==> src/rtl/mips_pkg.sv <==
// Types and constants shared by the register file, pipeline stages and the
// write-side front end.
package mips_pkg;
  localparam int unsigned ADDR_W = 5;
  localparam int unsigned DATA_W = 32;
  localparam logic [ADDR_W-1:0] REG_ZERO = '0;

  typedef struct packed {
    logic [ADDR_W-1:0] dst;
    logic [DATA_W-1:0] data;
  } regwr_t;

  typedef enum logic [1:0] {
    SEL_IDLE,
    SEL_WB,
    SEL_FIFO
  } slot_sel_e;

  function automatic logic [31:0] reg_onehot(input logic [ADDR_W-1:0] r);
    return 32'd1 << r;
  endfunction
endpackage

==> src/rtl/regfile_writeback_if.sv <==
// Writeback bus: pipeline and long-latency request streams in, register-file
// write port and pending-write status out.
interface regfile_writeback_if
  import mips_pkg::*;
#(
  parameter int unsigned DEPTH = 4
);
  localparam int unsigned CNT_W = $clog2(DEPTH) + 1;

  logic              wb_valid;
  logic [ADDR_W-1:0] wb_reg;
  logic [DATA_W-1:0] wb_data;
  logic              lu_valid;
  logic              lu_ready;
  logic [ADDR_W-1:0] lu_reg;
  logic [DATA_W-1:0] lu_data;
  logic              RegWrite;
  logic [ADDR_W-1:0] WriteReg;
  logic [DATA_W-1:0] WriteData;
  logic [31:0]       pend_mask;
  logic [CNT_W-1:0]  fifo_count;

  modport master (
    output wb_valid, wb_reg, wb_data, lu_valid, lu_reg, lu_data,
    input  lu_ready, RegWrite, WriteReg, WriteData, pend_mask, fifo_count
  );

  modport slave (
    input  wb_valid, wb_reg, wb_data, lu_valid, lu_reg, lu_data,
    output lu_ready, RegWrite, WriteReg, WriteData, pend_mask, fifo_count
  );
endinterface

==> src/rtl/regwr_fifo.sv <==
// Circular buffer of pending register writes with per-entry live bits,
// squash-by-register, head peek and a onehot mask of live destinations.
module regwr_fifo
  import mips_pkg::*;
#(
  parameter int unsigned DEPTH = 4
) (
  input  logic                      clk_i,
  input  logic                      rst_i,
  input  logic                      push_i,
  input  regwr_t                    push_entry_i,
  input  logic                      pop_i,
  input  logic                      squash_i,
  input  logic [ADDR_W-1:0]         squash_reg_i,
  output logic [$clog2(DEPTH):0]    count_o,
  output logic                      full_o,
  output logic                      empty_o,
  output regwr_t                    head_o,
  output logic                      head_live_o,
  output logic [31:0]               live_mask_o
);
  localparam int unsigned PTR_W = $clog2(DEPTH);
  localparam int unsigned CNT_W = PTR_W + 1;

  logic [PTR_W-1:0] wr_ptr_q, wr_ptr_d;
  logic [PTR_W-1:0] rd_ptr_q, rd_ptr_d;
  logic [CNT_W-1:0] count_q, count_d;
  logic [DEPTH-1:0] live_q, live_d;
  regwr_t           ent_q [DEPTH];

  // Squash only looks at entries already stored; a same-cycle push overrides
  // it because it is the younger write. Popped slots lose their live bit so
  // the mask covers occupied entries only.
  always_comb begin
    live_d = live_q;
    for (int unsigned i = 0; i < DEPTH; i++) begin
      if (squash_i && (ent_q[i].dst == squash_reg_i)) live_d[i] = 1'b0;
    end
    if (pop_i)  live_d[rd_ptr_q] = 1'b0;
    if (push_i) live_d[wr_ptr_q] = 1'b1;

    wr_ptr_d = push_i ? wr_ptr_q + PTR_W'(1) : wr_ptr_q;
    rd_ptr_d = pop_i  ? rd_ptr_q + PTR_W'(1) : rd_ptr_q;
    count_d  = count_q + CNT_W'(push_i) - CNT_W'(pop_i);
  end

  always_ff @(posedge clk_i) begin
    if (rst_i) begin
      live_q   <= '0;
      wr_ptr_q <= '0;
      rd_ptr_q <= '0;
      count_q  <= '0;
    end else begin
      live_q   <= live_d;
      wr_ptr_q <= wr_ptr_d;
      rd_ptr_q <= rd_ptr_d;
      count_q  <= count_d;
    end
  end

  always_ff @(posedge clk_i) begin
    if (push_i) ent_q[wr_ptr_q] <= push_entry_i;
  end

  always_comb begin
    live_mask_o = '0;
    for (int unsigned i = 0; i < DEPTH; i++) begin
      if (live_q[i]) live_mask_o = live_mask_o | reg_onehot(ent_q[i].dst);
    end
  end

  assign count_o     = count_q;
  assign full_o      = (count_q == CNT_W'(DEPTH));
  assign empty_o     = (count_q == '0);
  assign head_o      = ent_q[rd_ptr_q];
  assign head_live_o = live_q[rd_ptr_q];
endmodule

==> src/rtl/regfile_writeback.sv <==
// Merges pipeline writeback and buffered long-latency results onto the single
// register-file write port; pipeline has priority.
module regfile_writeback
  import mips_pkg::*;
#(
  parameter int unsigned DEPTH = 4
) (
  input  logic                clock,
  input  logic                reset,
  regfile_writeback_if.slave  bus
);
  localparam int unsigned CNT_W = $clog2(DEPTH) + 1;

  logic             wb_live;
  logic             lu_push;
  logic             fifo_pop;
  logic             fifo_full;
  logic             fifo_empty;
  logic [CNT_W-1:0] fifo_count;
  regwr_t           fifo_head;
  logic             fifo_head_live;
  logic [31:0]      fifo_live_mask;
  slot_sel_e        sel;

  logic   out_we_q, out_we_d;
  regwr_t out_q, out_d;

  assign wb_live = bus.wb_valid && (bus.wb_reg != REG_ZERO);
  // r0 results complete the handshake but are never stored.
  assign lu_push = bus.lu_valid && !fifo_full && (bus.lu_reg != REG_ZERO);

  regwr_fifo #(.DEPTH(DEPTH)) u_fifo (
    .clk_i        (clock),
    .rst_i        (reset),
    .push_i       (lu_push),
    .push_entry_i ('{dst: bus.lu_reg, data: bus.lu_data}),
    .pop_i        (fifo_pop),
    .squash_i     (wb_live),
    .squash_reg_i (bus.wb_reg),
    .count_o      (fifo_count),
    .full_o       (fifo_full),
    .empty_o      (fifo_empty),
    .head_o       (fifo_head),
    .head_live_o  (fifo_head_live),
    .live_mask_o  (fifo_live_mask)
  );

  always_comb begin
    sel      = SEL_IDLE;
    out_we_d = 1'b0;
    out_d    = '0;
    if (wb_live)          sel = SEL_WB;
    else if (!fifo_empty) sel = SEL_FIFO;

    case (sel)
      SEL_WB: begin
        out_we_d = 1'b1;
        out_d    = '{dst: bus.wb_reg, data: bus.wb_data};
      end
      SEL_FIFO: begin
        out_we_d = fifo_head_live;
        out_d    = fifo_head;
      end
      default: begin
        out_we_d = 1'b0;
        out_d    = '0;
      end
    endcase
  end

  assign fifo_pop = (sel == SEL_FIFO);

  always_ff @(posedge clock) begin
    if (reset) begin
      out_we_q <= 1'b0;
      out_q    <= '0;
    end else begin
      out_we_q <= out_we_d;
      out_q    <= out_d;
    end
  end

  assign bus.lu_ready   = !fifo_full;
  assign bus.RegWrite   = out_we_q;
  assign bus.WriteReg   = out_q.dst;
  assign bus.WriteData  = out_q.data;
  assign bus.fifo_count = fifo_count;
  assign bus.pend_mask  = (fifo_live_mask | (out_we_q ? reg_onehot(out_q.dst) : 32'd0))
                          & ~32'd1;
endmodule

==> src/flat_wrapper.sv <==
// flat-port wrapper written by rule: the top's interface ports become plain ports
module regfile_writeback_flat import mips_pkg::*;
#(
  parameter int unsigned DEPTH = 4
)
  (clock, reset, bus_wb_valid, bus_wb_reg, bus_wb_data, bus_lu_valid, bus_lu_reg, bus_lu_data, bus_lu_ready, bus_RegWrite, bus_WriteReg, bus_WriteData, bus_pend_mask, bus_fifo_count);
  regfile_writeback_if #(.DEPTH(DEPTH)) bus_i ();
  input  logic clock;
  input  logic reset;
  input wire logic [$bits(bus_i.wb_valid)-1:0] bus_wb_valid;
  input wire logic [$bits(bus_i.wb_reg)-1:0] bus_wb_reg;
  input wire logic [$bits(bus_i.wb_data)-1:0] bus_wb_data;
  input wire logic [$bits(bus_i.lu_valid)-1:0] bus_lu_valid;
  input wire logic [$bits(bus_i.lu_reg)-1:0] bus_lu_reg;
  input wire logic [$bits(bus_i.lu_data)-1:0] bus_lu_data;
  output wire logic [$bits(bus_i.lu_ready)-1:0] bus_lu_ready;
  output wire logic [$bits(bus_i.RegWrite)-1:0] bus_RegWrite;
  output wire logic [$bits(bus_i.WriteReg)-1:0] bus_WriteReg;
  output wire logic [$bits(bus_i.WriteData)-1:0] bus_WriteData;
  output wire logic [$bits(bus_i.pend_mask)-1:0] bus_pend_mask;
  output wire logic [$bits(bus_i.fifo_count)-1:0] bus_fifo_count;
  assign bus_i.wb_valid = bus_wb_valid;
  assign bus_i.wb_reg = bus_wb_reg;
  assign bus_i.wb_data = bus_wb_data;
  assign bus_i.lu_valid = bus_lu_valid;
  assign bus_i.lu_reg = bus_lu_reg;
  assign bus_i.lu_data = bus_lu_data;
  assign bus_lu_ready = bus_i.lu_ready;
  assign bus_RegWrite = bus_i.RegWrite;
  assign bus_WriteReg = bus_i.WriteReg;
  assign bus_WriteData = bus_i.WriteData;
  assign bus_pend_mask = bus_i.pend_mask;
  assign bus_fifo_count = bus_i.fifo_count;
  regfile_writeback #(.DEPTH(DEPTH)) u_core (.clock(clock), .reset(reset), .bus(bus_i));
endmodule
==> config.mk <==
export PLATFORM = sky130hd
export DESIGN_NAME = regfile_writeback_flat
export DESIGN_NICKNAME = d
export VERILOG_FILES = /design/src/rtl/mips_pkg.sv /design/src/rtl/regfile_writeback_if.sv /design/src/rtl/regwr_fifo.sv /design/src/rtl/regfile_writeback.sv /design/src/flat_wrapper.sv
export SDC_FILE = /design/constraint.sdc
export NUM_CORES = 1
export LEC_CHECK = 0
export ABC_AREA = 1
export CAP_MARGIN = 20
export CORE_MARGIN = 4
export CORE_UTILIZATION = 45
export CTS_BUF_LIST = sky130_fd_sc_hd__clkbuf_16
export DETAILED_ROUTE_END_ITERATION = 8
export DONT_BUFFER_PORTS = 1
export PLACE_DENSITY = 0.59
export SYNTH_ARGS = -nofsm -noshare
export SYNTH_HDL_FRONTEND = slang
export SYNTH_SLANG_ARGS = --single-unit
==> constraint.sdc <==
create_clock -name clock -period 3.1 [get_ports clock]
set_input_delay 0.62 -clock clock [delete_from_list [all_inputs] [get_ports clock]]
set_output_delay 0.62 -clock clock [all_outputs]
set_load 0.1 [all_outputs]
After elaboration in Yosys (flattened, before gate mapping)
Memory sizes are Yosys's and may differ from the RTL's. A register that Yosys moved wholly into a read port is not among the register bits.
Cells that the tools add are included.
{"block": "totals", "ff_bits": 49, "mem_bits_rw": 148, "inputBits": 78, "out_inout_bits": 74, "wordCells": 73, "mem_count": 1}
{"block": "classes", "addsub": 4, "n_lt_le_gt_ge": 4, "eq_ne": 7, "n_shift": 5, "mux": 25, "bitwise": 7, "n_reduce_logical": 13}
{"name": "u_core.u_fifo.ent_q", "depth": 4, "width": 37, "read_ports": 5, "rd_clocked_by_memory_dff": 1, "write_ports": 1, "line": "regwr_fifo.sv:29", "text": "regwr_t ent_q [DEPTH];"}
{"operator": "32-bit 2-to-1 mux", "count": 5}
{"operator": "1-bit by 5-bit left shift with 32-bit output, first input constant", "count": 5}
{"operator": "32-bit OR", "count": 4}
{"operator": "37-bit case mux with 2 select lines", "count": 1}
{"operator": "5-bit equality test", "count": 4}
{"operator": "5-bit nonzero test", "count": 2}
{"operator": "1-bit logical AND", "count": 9}
{"operator": "1-bit 2-to-1 mux", "count": 9}
{"operator": "2-bit 2-to-1 mux", "count": 4}
{"operator": "4-bit 2-to-1 mux", "count": 2}
{"operator": "2-bit by 3-bit < comparator with 1-bit output, second input constant", "count": 2}
{"operator": "2-bit by 1-bit adder with 2-bit output, second input constant", "count": 2}
{"operator": "4-bit AND", "count": 1}
{"operator": "1-bit demux with 2-bit select", "count": 2}
{"operator": "2-bit by 1-bit >= comparator with 1-bit output, second input constant", "count": 2}
{"operator": "4-bit NOT", "count": 1}
{"operator": "4-bit OR", "count": 1}
{"operator": "3-bit by 1-bit adder with 3-bit output", "count": 1}
{"operator": "3-bit equality test, second input constant", "count": 1}
{"operator": "3-bit zero test", "count": 1}
{"operator": "3-bit by 1-bit subtractor with 3-bit output", "count": 1}
{"operator": "1-bit binary-select mux with 2-bit select", "count": 1}
{"operator": "2-bit by 1-bit equality test with 1-bit output, second input constant", "count": 1}
{"operator": "2-bit equality test, second input constant", "count": 1}
{"operator": "other kinds (2)", "count": 2}

Longest topological paths before layout
An unclocked memory read counts as a cell.
{"block": "depth", "ltp_word": 10, "depth_mapped": 14, "mapped_depth_nobuf": 11}

Modules after synthesis
Synthesis repeated with hierarchy kept, for this count alone.
{"block": "hier_totals", "hier_cells": 1048, "area_unflattened_um2": 9794.4}
{"mod": "regwr_fifo", "instances": 1, "cells_each": 797, "area_each_um2": 7816.2, "seq_area_each_um2": 4704.5}
{"mod": "regfile_writeback", "instances": 1, "cells_each": 251, "area_each_um2": 1978.1, "seq_area_each_um2": 760.7}

Least setup slack after synthesis
OpenSTA, ideal clock, no wires.
{"block": "synth_timing", "path_type": "register to output", "start": "reg u_core.out_we_q, in the netlist u_core.bus.RegWrite", "end": "out bus_pend_mask[16]", "arrival_time_ns": 4.691, "t_required_ns": 2.480, "path_slack_ns": -2.211, "stages_incl_launch_ff": 3, "path_buffers": 0, "cell_sequence": "dfxtp_1 > nand2_1 > o311ai_0"}
{"block": "synth_between", "elab_chain_len": 2}
{"element": "from (decl)", "line": "regfile_writeback.sv:25", "text": "logic out_we_q, out_we_d;"}
{"element": "from (signal assigned)", "line": "regfile_writeback.sv:78", "text": "out_we_q <= out_we_d;"}
{"element": "32-bit 2-to-1 mux", "line": "regfile_writeback.sv:88", "text": "assign bus.pend_mask = (fifo_live_mask | (out_we_q ? reg_onehot(out_q.dst) : 32'd0))"}
{"element": "32-bit OR", "line": "regfile_writeback.sv:88"}
{"element": "to (decl)", "line": "flat_wrapper.sv:20", "text": "output wire logic [$bits(bus_i.pend_mask)-1:0] bus_pend_mask;"}
Every way passes these cells.

==> results.py <==
metrics = {
    "setup_path": {
        "cp-end-kind": "primary output",
        "cp.depth": 6,
        "r2r_start": "u_core.u_fifo.count_o[2]",
        "cp_max_fo": 7,
        "cp-start-kind": "flop",
        "worst_ep_required_time_ns": 2.48,
        "r2r-end": "u_core.u_fifo.ent_q[2][19]",
        "max_stage_delay_ns": 0.48,
        "path_cells": "inv_1 -> nand2_1 -> nor2_1 -> a22oi_1 -> o2111ai_2 -> buf_4",
        "startpoint": "u_core.u_fifo.ent_q[3][36]",
        "worstPathArrival_ns": 2.29,
        "critPathTopFamily": "simple AND/OR/NAND/NOR gates",
        "worst_path_max_delay_cell": "edfxtp_1",
        "rrSetupSlack_ns": 0.92,
        "critPathBufInv": 2,
        "crit_type": "flop to primary output",
        "worstRegToRegCells": 8,
    },
    "synthesis": {
        "yosys_warnings": 0,
        "avgSynthCellArea_um2": 9.58,
        "synth-adder-area-share_pct": 1.54,
        "synth_compound_area_share_pct": 14.7,
        "synth_top_family_by_area": "simple AND/OR/NAND/NOR gates",
        "syn-cell-area_mm2": 0.00944,
        "ys_ff_latch": 199,
        "seq_area_frac_synth_pct": 57.9,
        "synth_xor_area_share_pct": 1.86,
        "synth.distinct_cells": 42,
        "synth_nets": 1074,
        "postSynthCellCount": 985,
        "synthMuxAreaShare_pct": 0,
        "synth-simple-area-share_pct": 17.6,
    },
    "pwr": {
        "vdd_drop_max_mv": 0.486,
        "power_density_mw_per_mm2": 778,
        "p_comb_share_pct": 26.9,
        "netSwitchingFraction_pct": 41.4,
        "p_switching_w": 0.00353,
        "power_w": 0.00854,
        "p_int_w": 0.00501,
        "p_seq_share_pct": 46.4,
        "clkPwrFrac_pct": 26.7,
        "p_leak_nw": 4.06,
    },
    "timing": {
        "max_freq_mhz": 344,
        "slew_violations": 0,
        "period_share_pct": 93.9,
        "period_needed_ns": 2.91,
        "rsz0062_at_grt": "false",
        "tightest_slew_ns": 0.958,
        "setup_viol": 0,
        "slew_headroom_pct": 36.0,
        "hold_violations": 0,
        "skew_ns": 0.0122,
    },
    "floorplan": {
        "die_area_mm2": 0.0233,
        "die_height_um": 153,
        "start_util_pct": 46.2,
        "fp.coreArea_mm2": 0.0204,
        "ios": 152,
        "fp.dieW_um": 153,
        "rows": 52,
    },
    "final_layout": {
        "final_layout_size_suffix_gt1_share_pct": 16.9,
        "final_util_pct": 53.7,
        "nFillCells": 1834,
        "syn2layout_area_growth_pct": 16.4,
        "fin_nets": 1101,
        "n_antenna_cell": 0,
    },
    "worst_hold_path": {
        "hold_path.class": "input port to flop",
        "holdPathEnd": "u_core.bus.WriteData[4]",
        "min_path_cells": 1,
        "min_from": "reset",
    },
    "grt": {
        "grt_overflow": 0,
        "grt_max_degree": 73,
        "antenna_found_initial": 0,
        "grt_pass1_wl_um": 41900,
        "track_usage_pct": 23.1,
        "grt_pass1_vias": 7260,
    },
    "detailed_routing": {
        "antenna_left": 0,
        "initialDrtViolationCount": 571,
        "routed-via-count": 7245,
        "drc": 0,
        "via_per_inst": 5.59,
        "routedWlPerCell_um": 21.0,
        "firstDrtPassIters": 5,
        "wl_um": 27100,
    },
    "placement": {
        "numPortBuffers": 0,
        "place_congestion": 0.962,
        "place_hpwl_um": 18700,
    },
    "outcome": {
        "status": "completed",
    },
    "clocking": {
        "htreeDepth": 4,
        "cts_tree": "yes",
        "cts_root_buffer": "clkbuf_16",
        "clk_latency_ns": 0.43,
        "cts.sinks": 199,
        "cts.path.max_buffers": 2,
        "numCtsBuffers": 17,
        "hold_buffers": 0,
        "cts.clk_slew.worst_paths_ns": 0.08,
    },
    "run": {
        "cap_violations": 0,
    },
}
-- through the flow --
stage	cells	setup slack (ns)	instance area [um^2]	setup TNS [ns]	hold slack [ns]
global placement	1261	0.634	10300	0	0.498
CTS	1293	0.0788	11000	0	0.227
global route	1295	0.0246	11000	0	0.217
detailed placement	1261	0.554	10300	0	0.502
floorplan	985	-0.0178	9550	-0.0272	0.470
finish	1295	0.189	11000	0	0.238
-- kinds of logic after synthesis --
family | Yosys count
and+or+nand+nor | 391
DFF | 199
other | 1
buffers and inverters | 135
AOI/OAI and AO/OA | 228
xor gates and xnor gates | 20
adders and majority gates | 11
-- worst reg2reg max path, delay by kind of cell (launching register included) --
kind,cells,cell delay (ns)
buffers and inverters,4,0.95
DFF,1,0.32
and+or+nand+nor,4,0.50
-- worst max path at each step --
stage,end
after global routing,bus_pend_mask[1]
after CTS,bus_pend_mask[7]
final,bus_pend_mask[1]
after global placement,bus_pend_mask[4]
after detailed placement,bus_pend_mask[7]
after floorplan,bus_pend_mask[25]
-- timing repair --
action	CTS	global route
setup buffers	0	2
resized for setup	0	1
endpoints found under the hold margin	0	0
setup endpoints to repair	0	3
-- cell type report --
cell class,count,area (um^2),share of cell area [%]
Sequential cell,199,5470,49.8
Multi-Input combinational cell,651,3480,31.7
Timing Repair Buffer,65,746,6.79
Clock buffer,17,425,3.87
Tap cell,270,338,3.08
Inverter,78,313,2.85
Clock inverter,15,206,1.88
-- state kept, by name, summed over array words and instances, names as in the netlist, named ones only --
register,count
u_core.u_fifo.wr_ptr_q,2
u_core.u_fifo.rd_ptr_q,2
u_core.u_fifo.live_q,4
u_core.bus.RegWrite,1
u_core.bus.WriteReg,5
u_core.u_fifo.ent_q,148
u_core.u_fifo.count_o,3
u_core.bus.WriteData,32
-- layout by cell type, fill, tap and decap left out, types with 18 or more instances in the layout --
master     Yosys  layout
o21ai_0       82      82
nand2_1      154     154
inv_1         71      67
nand3_1       62      61
dfxtp_1       51      46
a21oi_1       49      49
nand2_2       22      22
clkbuf_16      0      18
buf_4          3      46
nor3_1        19      19
nor2_1       125     125
edfxtp_1     148     148
a21oi_2       20      20
o22ai_1       37      37
-- synthesized netlist by cell type --
library cell  count  area [um^2]
nand4_1           2         12.5
dfxtp_1          51         1020
o21a_1            1         7.51
a31oi_1           5         31.3
xor2_1            6         52.6
nor2_4            1         11.3
inv_1            71          267
edfxtp_1        148         4440
a22oi_1          10         75.1
a21oi_2          20          175
buf_1             1         3.75
o21ai_0          82          410
nor3_1           19         95.1
clkinv_2          1         5.00
buf_2            11         55.1
a32oi_1           3         26.3
o22ai_1          37          231
o21ai_2           1         8.76
nor4_1            1         6.26
nor2_2            1         6.26
o211ai_1          3         22.5
fa_1              1         20.0
buf_6             3         33.8
ha_1             10          125
nand3b_1          2         15.0
xnor2_1          14          123
clkinv_1          2         7.51
nand2_2          22          138
buf_12            3         60.1
and2_1            1         6.26
a21oi_1          49          245
o2111ai_1        13          114
nand3_1          62          310
buf_4             3         22.5
clkbuf_1         36          135
nor2_1          125          469
a211o_1           3         26.3
conb_1            1         3.75
nand2_4           1         11.3
o311ai_0          1         8.76
nand2_1         154          578
inv_2             4         15.0
-- power groups by stage --
stage	combinational [W]	sequential [W]	clock, W
floorplan	0.00158	0.00417	0
global placement	0.00230	0.00402	0
detailed placement	0.00231	0.00402	0
CTS	0.00231	0.00397	0.00231
global route	0.00254	0.00400	0.00244
finish	0.00230	0.00396	0.00228
-- per-layer routing --
layer  vias to the layer above  wire, um  track usage, %
met1                      3455     11400            29.8
met5                         -         0               0
met4                         0       761            8.19
li1                       3460         -               -
met3                        48      1930            5.34
met2                       282     13000            38.4
Power figures use the tool's default switching activity.
